File: src/rtl/dot_product_accumulator.sv
// rtl/dot_product_accumulator.sv - sums VEC_LEN multiplier products into one dot-product term
//
// Purpose:
//   Sits directly downstream of an unsigned DATA_WIDTH x DATA_WIDTH multiplier.
//   It accumulates VEC_LEN consecutive products into one matrix-multiply term.
//   The finished sum is held on outData until the consumer takes it.
//
// Ports:
//   clk        in   1             rising-edge clock
//   rst        in   1             asynchronous, active-high reset
//   inClear    in   1             synchronous abort of partial sum / held result
//   inProduct  in   2*DATA_WIDTH  product from the multiplier
//   inValid    in   1             inProduct valid
//   inReady    out  1             product can be accepted this cycle
//   outData    out  ACC_WIDTH     completed dot product (registered)
//   outValid   out  1             outData valid
//   outReady   in   1             consumer accepts outData

module dot_product_accumulator #(
   parameter int DATA_WIDTH = 8,
   parameter int VEC_LEN    = 4,
   parameter int ACC_WIDTH  = 2*DATA_WIDTH + $clog2(VEC_LEN)
) (
   input  logic                    clk,
   input  logic                    rst,
   input  logic                    inClear,
   input  logic [2*DATA_WIDTH-1:0] inProduct,
   input  logic                    inValid,
   output logic                    inReady,
   output logic [ACC_WIDTH-1:0]    outData,
   output logic                    outValid,
   input  logic                    outReady
);

   localparam int CNT_WIDTH = $clog2(VEC_LEN);
   localparam logic [CNT_WIDTH-1:0] LAST_IDX = CNT_WIDTH'(VEC_LEN - 1);

   typedef enum logic {ACCUM, DONE} state_t;

   state_t                r_state;
   logic [ACC_WIDTH-1:0]  r_acc;
   logic [CNT_WIDTH-1:0]  r_count;
   logic                  r_in_ready;
   logic                  r_out_valid;

   logic                  w_accept;
   logic [ACC_WIDTH-1:0]  w_product_ext;

   // r_in_ready is only ever high in ACCUM, so it doubles as the state qualifier.
   assign w_accept      = inValid & r_in_ready;
   assign w_product_ext = ACC_WIDTH'(inProduct);

   // The accumulator itself drives outData: in DONE it holds the final sum.
   assign outData  = r_acc;
   assign inReady  = r_in_ready;
   assign outValid = r_out_valid;

   always_ff @(posedge clk or posedge rst) begin
      if (rst) begin
         r_state     <= ACCUM;
         r_acc       <= '0;
         r_count     <= '0;
         r_in_ready  <= 1'b1;
         r_out_valid <= 1'b0;
      end else if (inClear) begin
         // Clear wins over everything: a product presented now is dropped.
         // A result being handed off this cycle has already been taken
         // by the consumer at this edge.
         r_state     <= ACCUM;
         r_acc       <= '0;
         r_count     <= '0;
         r_in_ready  <= 1'b1;
         r_out_valid <= 1'b0;
      end else if (r_state == ACCUM) begin
         if (w_accept) begin
            r_acc <= r_acc + w_product_ext;
            if (r_count == LAST_IDX) begin
               r_count     <= '0;
               r_state     <= DONE;
               r_in_ready  <= 1'b0;
               r_out_valid <= 1'b1;
            end else begin
               r_count <= r_count + 1'b1;
            end
         end
      end else begin
         // DONE: hold the result until the consumer takes it.
         if (outReady) begin
            r_acc       <= '0;
            r_state     <= ACCUM;
            r_in_ready  <= 1'b1;
            r_out_valid <= 1'b0;
         end
      end
   end

endmodule

File: config.mk
export PLATFORM = sky130hd
export DESIGN_NAME = dot_product_accumulator
export DESIGN_NICKNAME = d
export VERILOG_FILES = /design/src/rtl/dot_product_accumulator.sv
export SDC_FILE = /design/constraint.sdc
export NUM_CORES = 1
export LEC_CHECK = 0
export BUFFER_PORTS_ARGS = -buffer_cell sky130_fd_sc_hd__buf_2
export CAP_MARGIN = 0
export CORE_MARGIN = 5
export CORE_UTILIZATION = 54
export CTS_CLUSTER_SIZE = 14
export DETAILED_ROUTE_END_ITERATION = 8
export GPL_ROUTABILITY_DRIVEN = 1
export PLACE_DENSITY = 0.9
export SLEW_MARGIN = 40
export SYNTH_ARGS = -nofsm -noshare
export SYNTH_HDL_FRONTEND = slang
export SYNTH_SLANG_ARGS = --single-unit
File: constraint.sdc
create_clock -name clk -period 2.6 [get_ports clk]
set_input_delay 0.26 -clock clk [delete_from_list [all_inputs] [get_ports clk]]
set_output_delay 0.26 -clock clk [all_outputs]
set_load 0.05 [all_outputs]
==> impl_metrics.env <==
export IMPL_finalHoldWorstSlack_ns=0.1719
export IMPL_post_cts_hold_buffer_count=1
export IMPL_final_util_pct=62.97
export IMPL_insertedDiodeCount=0
export IMPL_endpoint_of_the_worst_hold_path="r_count[1]"
export IMPL_synth_net_count=245
export IMPL_cts_tree="built"
export IMPL_cts_repair_resize_count=0
export IMPL_end_of_the_worst_register_to_register_path="outData[12]"
export IMPL_htree_num_levels=1
export IMPL_post_route_worst_setup_slack_ns=0.2361
export IMPL_route_top_layer_used="met4"
export IMPL_async_flop_share_pct=100.0
export IMPL_whs_path_depth=2
export IMPL_detailed_place_hpwl_microns=3189
export IMPL_synth_cells=206
export IMPL_cp_max_fo=4
export IMPL_report_final_slew_viol_count=0
export IMPL_synthTopCellsByCount="sky130_fd_sc_hd__nand2_1 (24), sky130_fd_sc_hd__dfrtp_1 (22), sky130_fd_sc_hd__ha_1 (17)"
export IMPL_gp_congestion=0.8647
export IMPL_ir_worst_vdd_v=0.0003124
export IMPL_reg2reg_depth=9
export IMPL_routed_via_density=5.717
export IMPL_cts_path_max_buffers=2
export IMPL_crit_reg2reg_launch="outData[0]"
export IMPL_drv_max_cap_violation_count=0
export IMPL_wl_microns=4097
export IMPL_timing_critical_path_to_type="flop"
export IMPL_cts_buffers=3
export IMPL_slew_headroom_pct=66.53
export IMPL_synth_lib_cells_used_distinct=47
export IMPL_placement_io_buffers=40
export IMPL_die_span_in_x_microns=67.60
export IMPL_ws_path_type="reg -> reg"
export IMPL_worst_path_max_delay_cell="sky130_fd_sc_hd__fa_1"
export IMPL_post_synth_instance_area_sq_um=1792
export IMPL_synth_largest_type_area_fraction_pct=30.73
export IMPL_finalSetupTns_ns=0
export IMPL_result_of_the_run="complete, no violations"
export IMPL_boundaryPins=41
export IMPL_final_net_count=287
export IMPL_worst_setup_path_startpoint="outData[0]"
export IMPL_synth_seq_area_share_pct=32.19
export IMPL_max_slew_worst_pin_slew_ns=0.5013
export IMPL_setup_violations=0
export IMPL_grt_use_total_pct=19.39
export IMPL_route_met3_wl_microns=220
export IMPL_yosys_register_bits=23
export IMPL_grt_max_degree=24
export IMPL_clock_sink_count=23
export IMPL_clock_input_transition_at_the_sequential_cells_of_the_worst_setup_and_hold_paths_ns=0.14
export IMPL_worstSkewPairLatency_ns=0.33
export IMPL_fmax_mhz=423.0
export IMPL_core_area_sq_um=3284
export IMPL_placement_setup_worst_slack_ns=0.3009
export IMPL_initial_antenna_violation_count=0
export IMPL_synthesis_area_per_instance_sq_um=8.698
export IMPL_cts_root_buffer="sky130_fd_sc_hd__clkbuf_4"
export IMPL_critical_path_cell_chain="ha_1 > inv_1 > fa_1 > nor2b_4 > o2111ai_2 > a211oi_1 > o21ai_1 > and3_1 > o31ai_1"
export IMPL_min_cycle_time_layout_ns=2.364
export IMPL_first_pass_iters=4
export IMPL_buffering_stage_count_on_the_worst_path_with_inverters_included=1
export IMPL_synth_main_ff_cell="sky130_fd_sc_hd__dfrtp_1"
export IMPL_die_height_microns=67.60
export IMPL_initial_core_utilization_pct=54.55
export IMPL_fin_crit_sh_pct=90.92
export IMPL_first_pass_grt_wire_length_microns=6803
export IMPL_area_growth_synth_to_final_pct=15.43
export IMPL_final_antenna_net_count=0
export IMPL_timing_hold_worst_class="in -> reg"
export IMPL_p_leak_nw=1.096
export IMPL_power_density_nw_per_um2=611.0
export IMPL_share_of_final_layout_standard_cells_stronger_than_drive_strength_1_pct=21.46
export IMPL_synthTopCellsByArea="sky130_fd_sc_hd__dfrtp_1 (31%), sky130_fd_sc_hd__ha_1 (12%), sky130_fd_sc_hd__nand2_1 (5.0%)"
export IMPL_synth_yosys_warnings=0
export IMPL_cp_slowest_stage_delay_ns=0.43
export IMPL_hold_viol=0
export IMPL_grt_setup_unrepaired="false"
export IMPL_routed_wl_met2_microns=1955
export IMPL_cp_required_ns=2.85
export IMPL_clk_skew_ns=0.01313
export IMPL_r2r_setup_slack_ns=0.24
export IMPL_vias=1675
export IMPL_first_global_vias=1629
export IMPL_placementRows=21
export IMPL_synth_largest_area_cell="sky130_fd_sc_hd__dfrtp_1"
export IMPL_critical_path_top_delay_family="compound AO/OA/AOI/OAI gates"
export IMPL_wirelength_met1_microns=1827
export IMPL_post_synth_top_count_cell="sky130_fd_sc_hd__nand2_1"
export IMPL_cts_setup_buffers=0
export IMPL_synth_enable_flop_cells=0
export IMPL_worst_ep_arrival_time_ns=2.61
export IMPL_setup_worst_path_start_class="flop"
export IMPL_remaining_drc_errors=0
export IMPL_global_route_overflow_total=0
export IMPL_hold_path_startpoint="inClear"
export IMPL_drt_iter0_markers=118
export IMPL_routedWlPerCell_microns=13.98
export IMPL_full_die_area_sq_um=4570
power by group:
part	total (W)	switching (W)	internal, W
Sequential	0.000440	0.0000371	0.000403
Clock	0.000174	0.000117	0.0000577
Combinational	0.000649	0.000424	0.000225
Total	0.00126	0.000578	0.000686
area by class of cell:
| cell class | instances | area (sq um) |
|---|---|---|
| fill | 304 | 1216 |
| multi-input combinational | 168 | 1151 |
| sequential | 23 | 576.8 |
| timing repair buffer | 42 | 217.7 |
| tap | 46 | 57.56 |
| inverter | 10 | 37.54 |
| clock buffer | 3 | 22.52 |
| clock inverter | 1 | 5.005 |
metal layers:
| metal | up-vias | track usage [%] |
|---|---|---|
| met5 | - | 0 |
| met4 | 0 | 8.861 |
| met3 | 9 | 3.161 |
| met2 | 43 | 32.56 |
| met1 | 787 | 24.13 |
| li1 | 836 | - |
state kept, by name, summed over array words and instances (netlist names):
register and cells:
inReady 1, r_count 2, outData 18, outValid 1, r_state 1
stage by stage:
step	power, W	cell area, sq um	std cells
6_report	0.001264	2068	293
3_3_place_gp	0.001080	2031	288
5_1_grt	0.001357	2068	293
3_5_place_dp	0.001093	2031	288
2_1_floorplan	0.0009523	1792	206
4_1_cts	0.001272	2068	293
cell usage in the layout (no fill, tap or decap), drive strengths merged, types with 2 or more instances in the layout:
cell type,Yosys,routed
buf,1,41
nand2,24,24
dfrtp,22,22
ha,17,17
o21ai,17,17
nor2,16,16
a21oi,16,16
inv,10,10
xor2,9,9
a21o,9,9
nand3,6,6
nor3,4,4
o31ai,4,4
o21bai,4,4
xnor2,3,3
and2,3,3
o21a,3,3
and3,3,3
clkbuf,4,3
nand2b,2,2
nand4,2,2
a31oi,2,2
a211oi,2,2
o31a,2,2
or3,2,2
or2,2,2
how the worst max path moves through the flow:
stage                             end  depth (start not counted)
after floorplan           outData[12]                          9
after CTS                 outData[12]                          9
after detailed placement  outData[12]                          9
final                     outData[12]                          9
after global routing      outData[12]                          9
after global placement    outData[12]                          9
logic make-up (layout without fill, tap and decap cells):
group	count (synthesis)	count (layout)	synth area share, %
xor+xnor	12	12	5.866
buf+inv	15	56	3.561
simple gates	68	68	18.16
mux	1	1	0.5587
flops	23	23	32.19
compound gates	69	69	26.68
fa+ha+maj	18	18	12.99
Note: power is estimated with default switching activity, not from simulation.
